### src/rtl/add3_share_sched_if.sv
`default_nettype none
// ============================================================================
//  Module      : add3_share_sched_if
//  Description : Bundle connecting NREQ operand requesters, the shared
//                3-operand adder and the response consumer to the
//                add3_share_sched scheduler.
//                Requester side : req_valid / req_ready / req_a / req_b / req_c
//                Adder side     : add_in1..3 (to adder), add_out1 (from adder)
//                Response side  : rsp_valid / rsp_ready / rsp_sum / rsp_id
//                Statistics     : stat_sel / stat_cnt, present only when
//                                 ADD3_SHARE_SCHED_STATS_EN is defined
//  Modports    : slave  - the scheduler
//                master - the surrounding requesters, adder and consumer
//  Revision    : 1.0 - initial release
// ============================================================================
interface add3_share_sched_if #(
  parameter int NREQ  = 4,
  parameter int WIDTH = 4
);
  localparam int IDW = $clog2(NREQ);

  logic [NREQ-1:0]       req_valid;
  logic [NREQ-1:0]       req_ready;
  logic [NREQ*WIDTH-1:0] req_a;
  logic [NREQ*WIDTH-1:0] req_b;
  logic [NREQ*WIDTH-1:0] req_c;
  logic [WIDTH-1:0]      add_in1;
  logic [WIDTH-1:0]      add_in2;
  logic [WIDTH-1:0]      add_in3;
  logic [WIDTH-1:0]      add_out1;
  logic                  rsp_valid;
  logic                  rsp_ready;
  logic [WIDTH-1:0]      rsp_sum;
  logic [IDW-1:0]        rsp_id;
`ifdef ADD3_SHARE_SCHED_STATS_EN
  logic [IDW-1:0]        stat_sel;
  logic [7:0]            stat_cnt;
`endif

  modport slave (
    input  req_valid, req_a, req_b, req_c, add_out1, rsp_ready,
`ifdef ADD3_SHARE_SCHED_STATS_EN
    input  stat_sel,
    output stat_cnt,
`endif
    output req_ready, add_in1, add_in2, add_in3, rsp_valid, rsp_sum, rsp_id
  );

  modport master (
    output req_valid, req_a, req_b, req_c, add_out1, rsp_ready,
`ifdef ADD3_SHARE_SCHED_STATS_EN
    output stat_sel,
    input  stat_cnt,
`endif
    input  req_ready, add_in1, add_in2, add_in3, rsp_valid, rsp_sum, rsp_id
  );

endinterface
`default_nettype wire

### src/rtl/add3_share_sched.sv
`default_nettype none
// ============================================================================
//  Module      : add3_share_sched
//  Description : Round-robin scheduler sharing one external combinational
//                3-operand adder among NREQ requesters. One requester is
//                granted per cycle; the adder result is captured into a
//                single-entry response buffer tagged with the requester id.
//  Ports       : clk  - clock, all state on rising edge
//                rst  - synchronous active-high reset
//                bus  - add3_share_sched_if.slave (requests, adder, response)
//  Parameters  : NREQ (2..8) requesters, WIDTH operand/sum width.
//  Options     : ADD3_SHARE_SCHED_STATS_EN adds per-requester saturating
//                8-bit grant counters readable through stat_sel/stat_cnt.
//  Revision    : 1.0 - initial release
// ============================================================================
module add3_share_sched #(
  parameter int NREQ  = 4,
  parameter int WIDTH = 4
) (
  input  logic              clk,
  input  logic              rst,
  add3_share_sched_if.slave bus
);
  localparam int IDW = $clog2(NREQ);

  localparam logic [0:0] S_EMPTY = 1'b0;
  localparam logic [0:0] S_FULL  = 1'b1;

  logic [0:0]       state_q, state_d;
  logic [IDW-1:0]   ptr_q, ptr_d;
  logic [IDW-1:0]   id_q, id_d;
  logic [WIDTH-1:0] sum_q, sum_d;

  logic             w_hi_found, w_lo_found;
  logic [IDW-1:0]   w_hi_idx, w_lo_idx, w_gnt_idx;
  logic             w_can_accept, w_accept;

  // Round-robin search done as two priority scans: the lowest valid index at
  // or above the pointer wins; if none, wrap to the lowest valid index overall.
  always_comb begin
    w_hi_found = 1'b0;
    w_hi_idx   = '0;
    w_lo_found = 1'b0;
    w_lo_idx   = '0;
    for (int i = NREQ - 1; i >= 0; i--) begin
      if (bus.req_valid[i]) begin
        w_lo_found = 1'b1;
        w_lo_idx   = IDW'(i);
        if (i >= int'(ptr_q)) begin
          w_hi_found = 1'b1;
          w_hi_idx   = IDW'(i);
        end
      end
    end
  end

  assign w_gnt_idx    = w_hi_found ? w_hi_idx : w_lo_idx;
  assign w_can_accept = (state_q == S_EMPTY) | bus.rsp_ready;
  assign w_accept     = w_lo_found & w_can_accept & ~rst;

  // Adder inputs are forced to zero whenever nothing is granted so the shared
  // adder does not toggle on idle cycles.
  always_comb begin
    bus.req_ready = '0;
    bus.add_in1   = '0;
    bus.add_in2   = '0;
    bus.add_in3   = '0;
    if (w_accept) begin
      bus.req_ready[w_gnt_idx] = 1'b1;
      bus.add_in1 = bus.req_a[int'(w_gnt_idx)*WIDTH +: WIDTH];
      bus.add_in2 = bus.req_b[int'(w_gnt_idx)*WIDTH +: WIDTH];
      bus.add_in3 = bus.req_c[int'(w_gnt_idx)*WIDTH +: WIDTH];
    end
  end

  // An accept while FULL with rsp_ready high overwrites the buffer in place,
  // which keeps throughput at one operation per cycle.
  always_comb begin
    state_d = state_q;
    sum_d   = sum_q;
    id_d    = id_q;
    ptr_d   = ptr_q;
    if (w_accept) begin
      state_d = S_FULL;
      sum_d   = bus.add_out1;
      id_d    = w_gnt_idx;
      ptr_d   = (w_gnt_idx == IDW'(NREQ - 1)) ? '0 : w_gnt_idx + IDW'(1);
    end else if ((state_q == S_FULL) && bus.rsp_ready) begin
      state_d = S_EMPTY;
    end
  end

  always_ff @(posedge clk) begin
    if (rst) begin
      state_q <= S_EMPTY;
      sum_q   <= '0;
      id_q    <= '0;
      ptr_q   <= '0;
    end else begin
      state_q <= state_d;
      sum_q   <= sum_d;
      id_q    <= id_d;
      ptr_q   <= ptr_d;
    end
  end

  assign bus.rsp_valid = (state_q == S_FULL);
  assign bus.rsp_sum   = sum_q;
  assign bus.rsp_id    = id_q;

`ifdef ADD3_SHARE_SCHED_STATS_EN
  logic [7:0] cnt_q [NREQ];

  always_ff @(posedge clk) begin
    if (rst) begin
      for (int i = 0; i < NREQ; i++) begin
        cnt_q[i] <= '0;
      end
    end else begin
      for (int i = 0; i < NREQ; i++) begin
        if (w_accept && (w_gnt_idx == IDW'(i)) && (cnt_q[i] != 8'hFF)) begin
          cnt_q[i] <= cnt_q[i] + 8'd1;
        end
      end
    end
  end

  // Compare-based read mux: selectors past NREQ-1 fall through to zero.
  always_comb begin
    bus.stat_cnt = '0;
    for (int i = 0; i < NREQ; i++) begin
      if (int'(bus.stat_sel) == i) begin
        bus.stat_cnt = cnt_q[i];
      end
    end
  end
`endif

endmodule
`default_nettype wire

### src/flat_wrapper.sv
// flat-port wrapper written by rule: the top's interface ports become plain ports
module add3_share_sched_flat 
#(
  parameter int NREQ  = 4,
  parameter int WIDTH = 4
)
  (clk, rst, bus_req_valid, bus_req_a, bus_req_b, bus_req_c, bus_add_out1, bus_rsp_ready, bus_req_ready, bus_add_in1, bus_add_in2, bus_add_in3, bus_rsp_valid, bus_rsp_sum, bus_rsp_id);
  add3_share_sched_if #(.NREQ(NREQ), .WIDTH(WIDTH)) bus_i ();
  input  logic clk;
  input  logic rst;
  input wire logic [$bits(bus_i.req_valid)-1:0] bus_req_valid;
  input wire logic [$bits(bus_i.req_a)-1:0] bus_req_a;
  input wire logic [$bits(bus_i.req_b)-1:0] bus_req_b;
  input wire logic [$bits(bus_i.req_c)-1:0] bus_req_c;
  input wire logic [$bits(bus_i.add_out1)-1:0] bus_add_out1;
  input wire logic [$bits(bus_i.rsp_ready)-1:0] bus_rsp_ready;
  output wire logic [$bits(bus_i.req_ready)-1:0] bus_req_ready;
  output wire logic [$bits(bus_i.add_in1)-1:0] bus_add_in1;
  output wire logic [$bits(bus_i.add_in2)-1:0] bus_add_in2;
  output wire logic [$bits(bus_i.add_in3)-1:0] bus_add_in3;
  output wire logic [$bits(bus_i.rsp_valid)-1:0] bus_rsp_valid;
  output wire logic [$bits(bus_i.rsp_sum)-1:0] bus_rsp_sum;
  output wire logic [$bits(bus_i.rsp_id)-1:0] bus_rsp_id;
  assign bus_i.req_valid = bus_req_valid;
  assign bus_i.req_a = bus_req_a;
  assign bus_i.req_b = bus_req_b;
  assign bus_i.req_c = bus_req_c;
  assign bus_i.add_out1 = bus_add_out1;
  assign bus_i.rsp_ready = bus_rsp_ready;
  assign bus_req_ready = bus_i.req_ready;
  assign bus_add_in1 = bus_i.add_in1;
  assign bus_add_in2 = bus_i.add_in2;
  assign bus_add_in3 = bus_i.add_in3;
  assign bus_rsp_valid = bus_i.rsp_valid;
  assign bus_rsp_sum = bus_i.rsp_sum;
  assign bus_rsp_id = bus_i.rsp_id;
  add3_share_sched #(.NREQ(NREQ), .WIDTH(WIDTH)) u_core (.clk(clk), .rst(rst), .bus(bus_i));
endmodule
### config.mk
export PLATFORM = sky130hd
export DESIGN_NAME = add3_share_sched_flat
export DESIGN_NICKNAME = d
export VERILOG_FILES = /design/src/rtl/add3_share_sched_if.sv /design/src/rtl/add3_share_sched.sv /design/src/flat_wrapper.sv
export SDC_FILE = /design/constraint.sdc
export NUM_CORES = 1
export LEC_CHECK = 0
export ABC_AREA = 1
export CAP_MARGIN = 15
export CORE_UTILIZATION = 34
export DETAILED_ROUTE_END_ITERATION = 10
export PLACE_DENSITY = 0.78
export SYNTH_ARGS = -nofsm -noshare
export SYNTH_HDL_FRONTEND = slang
export SYNTH_SLANG_ARGS = --single-unit
### constraint.sdc
create_clock -name clk -period 2.1 [get_ports clk]
set_clock_uncertainty 0.15 [all_clocks]
set_input_delay 0.42 -clock clk [delete_from_list [all_inputs] [get_ports clk]]
set_output_delay 0.42 -clock clk [all_outputs]
set_load 0.05 [all_outputs]
* Word-level counts from Yosys, hierarchy flattened
Index checks and enable logic that the tools add are counted.
Widths: inputs -> output; s select.
** Storage, ports and cells
- Output and inout port bits :: 23
- Bits in registers :: 9
- Input port bits :: 59
** Operators by class
- Equality and inequality tests :: 1
- Add/sub/neg operators :: 1
- Bitwise operators :: 5
- Mux-type cells :: 30
- Magnitude comparators :: 5
- Shift-type cells :: 3
- Reduce and logical (&&, ||, !) cells :: 3
** Operator list (number)
- $shiftx 16x5->4 :: 3
- $mux 2 :: 12
- $mux 4 :: 4
- $mux 1 :: 13
- $ge 1x2->1 const A :: 2
- $lt 2x3->1 const B :: 1
- $add 2x1->2 const B :: 1
- $and 1x1->1 :: 2
- $demux 1 s2 :: 1
- $eq 2x2->1 const B :: 1
- $ge 2x1->1 const B :: 1
- $ge 2x2->1 const A :: 1
- $logic_and 1x1->1 :: 2
- $not 1->1 :: 2
- $reduce_bool 2->1 :: 1
- $or 1x1->1 :: 1

* Logic depth before layout (Yosys ltp)
Gate-level depths: netlist (run 1).
- Depth after elaboration :: 13
- Gate-level depth with buffers :: 12
- Mapped depth without buffers :: 11

* Worst setup path before layout (run 1)
No wires, ideal clock.
- Kind :: flip-flop to output port
- From :: register u_core.state_q, in the netlist u_core.bus.rsp_valid
- To :: output bus_add_in1[1]
- Slack :: -361 ps
- Arrival :: 1891 ps
- Cell stages (with the launch flop) :: 7
- Path buffers :: 1
- Data required time :: 1530 ps
- Cell sequence :: dfxtp_1 -> inv_1 -> nor2_1 -> nor2_2 -> nand2_4 -> buf_2 -> a21oi_1
** On the way
- Word-level cells in the longest chain between the ends :: 5
** RTL lines
- from (decl) :: RTL line add3_share_sched.sv:29 : logic [0:0] state_q, state_d;
- from (signal assigned) :: RTL line add3_share_sched.sv:100 : state_q <= state_d;
- $not 1->1 :: RTL line add3_share_sched.sv:58 : assign w_can_accept = (state_q == S_EMPTY) | bus.rsp_ready;
- $or 1x1->1 :: RTL line add3_share_sched.sv:58
- $and 1x1->1 (2 in a row) :: RTL line add3_share_sched.sv:59 : assign w_accept = w_lo_found & w_can_accept & ~rst;
- $mux 4 :: RTL line add3_share_sched.sv:68 : if (w_accept) begin
- to (decl) :: RTL line flat_wrapper.sv:18 : output wire logic [$bits(bus_i.add_in1)-1:0] bus_add_in1;
No other way between the ends.

* Worst setup path after layout (run 1)
- From :: register u_core.ptr_q[1]
- To :: output bus_add_in3[3]
** On the way
- Word-level cells in the longest chain between the ends :: 10
** RTL lines
- from (decl) :: RTL line add3_share_sched.sv:30 : logic [IDW-1:0] ptr_q, ptr_d;
- from (signal assigned) :: RTL line add3_share_sched.sv:103 : ptr_q <= ptr_d;
- $ge 2x2->1 :: RTL line add3_share_sched.sv:49 : if (i >= int'(ptr_q)) begin
- $mux 2 / $mux 1 (equally long branches) :: RTL line add3_share_sched.sv:49
- $mux 2 / $mux 1 (equally long branches) :: RTL line add3_share_sched.sv:46 : if (bus.req_valid[i]) begin
- $mux 2 / $mux 1 (equally long branches) :: RTL line add3_share_sched.sv:49
- $mux 2 / $mux 1 (equally long branches) :: RTL line add3_share_sched.sv:46
- $mux 2 / $mux 1 (equally long branches) :: RTL line add3_share_sched.sv:49
- $mux 2 / $mux 1 (equally long branches) :: RTL line add3_share_sched.sv:46
- $mux 2 (*) :: RTL line add3_share_sched.sv:57 : assign w_gnt_idx = w_hi_found ? w_hi_idx : w_lo_idx;
- $shiftx 16x5->4 (*) :: RTL line add3_share_sched.sv:72 : bus.add_in3 = bus.req_c[int'(w_gnt_idx)*WIDTH +: WIDTH];
- $mux 4 (*) :: RTL line add3_share_sched.sv:68
- to (decl) :: RTL line flat_wrapper.sv:20 : output wire logic [$bits(bus_i.add_in3)-1:0] bus_add_in3;
Mark *: on every way between the ends. The rest lies on a longest branch, timed or not.

==> results of run 1 <==
worst min-delay path by stage:
stage	start	end	slack [ns]	cells after the start
floorplan	u_core.ptr_q[1]	u_core.ptr_q[1]	0.30	2
detailed placement	u_core.bus.rsp_sum[0]	u_core.bus.rsp_sum[0]	0.31	2
finish	u_core.bus.rsp_sum[0]	u_core.bus.rsp_sum[0]	0.31	2
global placement	u_core.bus.rsp_sum[0]	u_core.bus.rsp_sum[0]	0.31	2
global route	u_core.bus.rsp_sum[2]	u_core.bus.rsp_sum[2]	0.34	2
CTS	u_core.bus.rsp_sum[0]	u_core.bus.rsp_sum[0]	0.32	2
flip-flops by register name (all words and copies together) (netlist names):
| name | flops |
|---|---|
| u_core.bus.rsp_id | 2 |
| u_core.bus.rsp_valid | 1 |
| u_core.bus.rsp_sum | 4 |
| u_core.ptr_q | 2 |
logic make-up after synthesis:
| family | after synthesis | share of synthesized area [%] |
|---|---|---|
| and+or+nand+nor | 106 | 49.9 |
| buffers and inverters | 44 | 16.5 |
| AOI/OAI and AO/OA | 22 | 12.6 |
| DFF | 9 | 16.5 |
| adders and majority gates | 4 | 4.57 |
metrics by stage:
| step | total power [mW] | setup slack (ns) | cell area, sq um | instances |
|---|---|---|---|---|
| final | 1.30 | -0.269 | 2660 | 339 |
| after global routing | 1.38 | -0.348 | 2660 | 339 |
| after CTS | 1.22 | -0.210 | 2520 | 337 |
| after detailed placement | 0.995 | -0.562 | 2240 | 319 |
| after global placement | 0.987 | -0.526 | 2240 | 319 |
| after floorplan | 0.625 | -0.0964 | 1140 | 185 |
critical path: stages, from the launching register on:
cell and delay [ns]:
dfxtp_4 0.38, inv_2 0.05, nand2_2 0.07, nand2_2 0.07, inv_2 0.08, buf_6 0.11
nand2_8 0.07, buf_4 0.15, nor2_4 0.16, o211ai_1 0.13, nand2_2 0.11, buf_12 0.14
power breakdown:
group          switching (mW)  internal (mW)
sequential             0.0138          0.188
combinational           0.512          0.457
clock                  0.0586         0.0731
metal layers:
metal  GRT usage, %  vias to the layer above  part of all wire (%)
li1               -                      805                     -
met1           29.2                      752                    42
met2           45.5                       57                    54
met3           2.20                        2                   3.9
met4           6.80                        0                  0.30
met5              0                        -                     0
what timing repair did:
| action | in CTS | in global routing |
|---|---|---|
| buffers inserted | 12 | 1 |
| resized for setup | 55 | 31 |
| gates cloned | 2 | 1 |
| endpoints found under the setup margin | 16 | 16 |
| pin swaps | 24 | 18 |
area by class of cell:
class,instances,area share (%)
multi-input cells,134,38.6
repair buffers,109,45.4
inverters,39,5.80
flip-flops and latches,9,7.07
clock buffers,4,0.990
well taps,44,2.07
cells in the final DEF (no fill, tap or decap), types with 3 or more instances in the layout:
cell type,n
nand2_4,7
nand3_1,14
nor2_2,4
clkdlybuf4s50_1,60
nand2_1,25
buf_4,19
nand3_2,12
inv_2,10
or2_0,6
nand2_2,15
or2_1,9
o211ai_1,10
clkbuf_4,3
inv_1,27
dfxtp_1,7
buf_12,16
ha_1,3
buf_6,9
or2_4,3
nand3_4,3
nor2_4,5
==> results.md, run 1 <==
* Outcome: complete, but fails checks
* Failing checks: setup timing
* Measured slew at the worst slew-check pin at 0.509 ns
* Max clock buf depth at 2
* Dpl hpwl at 2.82 mm
* VDD IR max at 0.443 mV
* R2R Path Start: u_core.ptr_q[0]
* Remaining Overflow, GRT at 0
* Power density cells at 491 nW/um^2
* Cell variety after synth at 26
* I/O Buffers at 81
* Yosys top cell area share at 16.5%
* Largest net degree at the start of global routing at 33
* Row count at 20
* # diodes at 0
* Top_reg_cell synth: dfxtp_1
* Die W at 58.7 microns
* TritonCTS buffer count at 3
* Die area at 3450 sq um
* Post-route setup slack at -0.269 ns
* Post-route setup TNS at -3.65 ns
* Multi-input logic area at 1030 sq um
* Leakage power at 1.21 nW
* Global-route wire length before repair at 6.47 mm
* Top cells by area, synth: dfxtp_1, nand2_1, nand3_1
* Clock net sink count at 9
* Final core area utilization at 87.0%
* Top cells by count, synth: nand2_1, inv_1, nand3_1
* Routed WL at 4.72 mm
* Final Critical Period at 2.37 ns
* Maximum fanout along the worst path at 5
* Hold violation count in the final report at 0
* Nets@finish at 359
* Vias at 1616
* Routability cong. at 0.841
* Sequential element share of the synthesized area at 16.5%
* Async SR Flop Fraction at 0%
* Clk_lat worst skew at 0.26 ns
* Tightest hold margin at 0.312 ns
* H-tree depth at 1
* RSZ-0062 raised after global routing: true
* Critical Setup Path Class: reg2out
* Area growth from synthesis to layout at 143%
* Max Slew Vio Count at 0
* FF-to-FF setup slack at 0.28 ns
* Pre-Repair DR Iteration Count at 5
* Critical Path RT at 1.53 ns
* Area occupied by registers at 188 sq um
* Post-synth net total at 248
* Crit path from: u_core.ptr_q[1]
* Capturing point of the worst reg2reg path: u_core.bus.rsp_id[1]
* CTS tree: yes
* Core ar. at 3050 sq um
* Max Cap Viol at 0
* Number of synthesized flops with an enable pin at 0
* Post-synth top area cell: dfxtp_1
* FF+latch count, synth at 9
* Hold crit path type: reg2reg
* Starting Density at 35.9%
* All-Layer GR Usage at 24.3%
* Num ports at 82
* Fmax at 422 MHz
* Worst Reg-to-Reg Cells at 13
* Post-synthesis cell area at 1090 sq um
* Routed length per instance at 13.9 microns
* Crit path DAT at 1.80 ns
* Share of post-route cells with drive strength above 1 at 41.7%
* Max-slew headroom at 65.9%
* Initial DRC Count at 69
* Root Driver: clkbuf_4
* Critical path capture point type: output pin
* Post-route ant nets at 0
* Drc violations at 0
* Initial antenna violation count at 0
* Cell with the most instances after synthesis: nand2_1
* Hold-fix buffers, CTS at 0
* Final worst path period share at 113%
* Vias in the first global route at 1489
* Mean Syn Cell Area at 5.92 sq um
* Clock transition at path regs at 0.06 ns
* Die height at 58.7 microns
* Synth Instances at 185
* Fillers at 174
* Worst setup SP type: flip-flop
* Vias per cell at 4.77
* Crit path to: bus_add_in3[3]
* Final Setup Violations at 16
* YS warnings at 0
(Power assumes the default switching activity.)
==> run 2: changes to the inputs <==
- REMOVE_ABC_BUFFERS: default -> 1
==> results.md, run 2 (synthesis results as in run 1) <==
* Share of post-route cells with drive strength above 1 at 42.5% (was 41.7%)
* Failing checks: setup timing (unchanged)
* Initial DRC Count at 116 (was 69)
* Max Cap Viol at 0 (unchanged)
* Clock net sink count at 9 (unchanged)
* Post-route setup TNS at -3.98 ns (was -3.65 ns)
* Vias at 1692 (was 1616)
* All-Layer GR Usage at 26.2% (was 24.3%)
* Drc violations at 0 (unchanged)
* Critical path capture point type: output pin (unchanged)
* Routed WL at 5.32 mm (was 4.72 mm)
* Largest register FFs at 4 (unchanged)
* Outcome: complete, but fails checks (unchanged)
* Vias in the first global route at 1511 (was 1489)
* Fin area at 2730 sq um (was 2660 sq um)
* Fmax at 416 MHz (was 422 MHz)
* Global-route wire length before repair at 6.82 mm (was 6.47 mm)
* Crit path DAT at 1.83 ns (was 1.80 ns)
* Largest stage delay, worst path at 0.21 ns (was 0.38 ns)
* Dpl hpwl at 2.72 mm (was 2.82 mm)
* Max-slew headroom at 66.3% (was 65.9%)
* Pre-Repair DR Iteration Count at 4 (was 5)
* Worst setup SP type: input port (was flip-flop)
* Hold violation count in the final report at 0 (unchanged)
* Nets@finish at 358 (was 359)
* Cell Chain, Critical Path: clkdlybuf4s15_2, inv_2, nand2_4, o21ai_4, nand2_8, buf_6, nor2_4, o211ai_1, nand2_2, buf_12 (was inv_2, nand2_2, nand2_2, inv_2, buf_6, nand2_8, buf_4, nor2_4, o211ai_1, nand2_2, buf_12)
* Hold-fix buffers, CTS at 0 (unchanged)
* Most frequent cells in the layout: clkdlybuf4s50_1, inv_1, nand2_1 (unchanged)
* TritonCTS buffer count at 3 (unchanged)
* Routability cong. at 0.815 (was 0.841)
* Critical Path RT at 1.53 ns (about the same)
* Hold crit path type: reg2reg (unchanged)
* Num ports at 82 (unchanged)
* Core ar. at 3050 sq um (unchanged)
* CTS tree: yes (unchanged)
* Measured slew at the worst slew-check pin at 0.504 ns (was 0.509 ns)
* Die area at 3450 sq um (unchanged)
* Max Slew Vio Count at 0 (unchanged)
* Final Setup Violations at 16 (unchanged)
* Root Driver: clkbuf_4 (unchanged)
* VDD IR max at 0.620 mV (was 0.443 mV)
* Initial antenna violation count at 0 (unchanged)
* Max clock buf depth at 2 (unchanged)
* Power density cells at 500 nW/um^2 (was 491 nW/um^2)
* Clock transition at path regs at 0.07 ns (was 0.06 ns)
* Post-route ant nets at 0 (unchanged)
* Most common cell after layout, fill and taps aside: clkdlybuf4s50_1 (unchanged)
* Maximum fanout along the worst path at 6 (was 5)
* Bufs and invs on worst path at 4 (was 5)
* I/O Buffers at 81 (unchanged)
* Post-DP Area at 2200 sq um (was 2240 sq um)
* H-tree depth at 1 (unchanged)
* Worst path top cell family by delay: buffers and inverters (unchanged)
* Post-route setup slack at -0.303 ns (was -0.269 ns)
* Clk_lat worst skew at 0.25 ns (was 0.26 ns)
* Remaining Overflow, GRT at 0 (unchanged)
* # diodes at 0 (unchanged)
* Slowest CP cell: clkdlybuf4s15_2 (was dfxtp_4)
* RSZ-0062 raised after global routing: true (unchanged)
* Area growth from synthesis to layout at 149% (was 143%)
* Starting Density at 35.9% (unchanged)
* Routed length per instance at 15.7 microns (was 13.9 microns)
* Critical Setup Path Class: in2out (was reg2out)
* Final worst path period share at 114% (was 113%)
* Leakage power at 1.23 nW (was 1.21 nW)
* Die height at 58.7 microns (unchanged)
* Final Critical Period at 2.40 ns (was 2.37 ns)
* Row count at 20 (unchanged)
* Vias per cell at 5.01 (was 4.77)
* Largest net degree at the start of global routing at 11 (was 33)
* Die W at 58.7 microns (unchanged)
run 2: changes by cell type in the layout (fill, tap and decap cells not counted), sizes merged:
cell and change:
nor2 +1, clkdlybuf4s15 -1, nand2 +2, clkinv +1, buf -4
run 2: tightest hold or removal path: stages (launching register included):
cell     delay [ns]
dfxtp_1        0.31
nand3_1        0.07
nand2_1        0.04
run 2: through the flow:
stage | setup slack (ns) | instances | hold slack (ns) | power (mW) | util, %
final | -0.303 | 338 | 0.313 | 1.36 | 89.3
after global routing | -0.369 | 338 | 0.348 | 1.42 | 89.3
after CTS | -0.207 | 334 | 0.318 | 1.28 | 86.1
after detailed placement | -0.618 | 320 | 0.307 | 0.982 | 72.1
after global placement | -0.581 | 320 | 0.301 | 0.973 | 72.1
after floorplan | -0.286 | 180 | 0.301 | 0.589 | -
run 2: path summary, 6_finish.rpt:
check,from,to,slack [ns],depth (start not counted)
worst max register to register,u_core.ptr_q[1],u_core.ptr_q[0],0.24,11
worst min-delay path,u_core.bus.rsp_sum[3],u_core.bus.rsp_sum[3],0.31,2
worst max-delay path,bus_req_valid[0],bus_add_in3[0],-0.30,10
worst min register to register,u_core.bus.rsp_sum[3],u_core.bus.rsp_sum[3],0.31,2
run 2: area by class of cell:
type / instances / area (sq um)
sequential: 9 / 188
clock buffer: 3 / 22.5
fill: 154 / 328
timing repair buffer: 105 / 1190
inverter: 39 / 164
tap: 44 / 55.1
clock inverter: 1 / 5.00
multi-input combinational: 137 / 1100
run 2: power breakdown:
group / internal (mW) / switching (mW)
Clock: 0.0701 / 0.0615
Sequential: 0.188 / 0.0136
Combinational: 0.473 / 0.555
Total: 0.732 / 0.630
run 2: repair_timing:
action,4_1_cts,5_1_grt
setup buffers,5,4
pin swaps,37,15
hold endpoints to repair,0,0
resized for setup,89,16
endpoints found under the setup margin,16,16
gates cloned,5,0
run 2: layer usage:
layer | global-route usage [%] | wire, microns | up-vias
met1 | 30.2 | 2040 | 775
met2 | 49.4 | 2760 | 91
met4 | 8.16 | 233 | 0
met5 | 0 | 0 | -
li1 | - | - | 802
met3 | 3.74 | 287 | 24
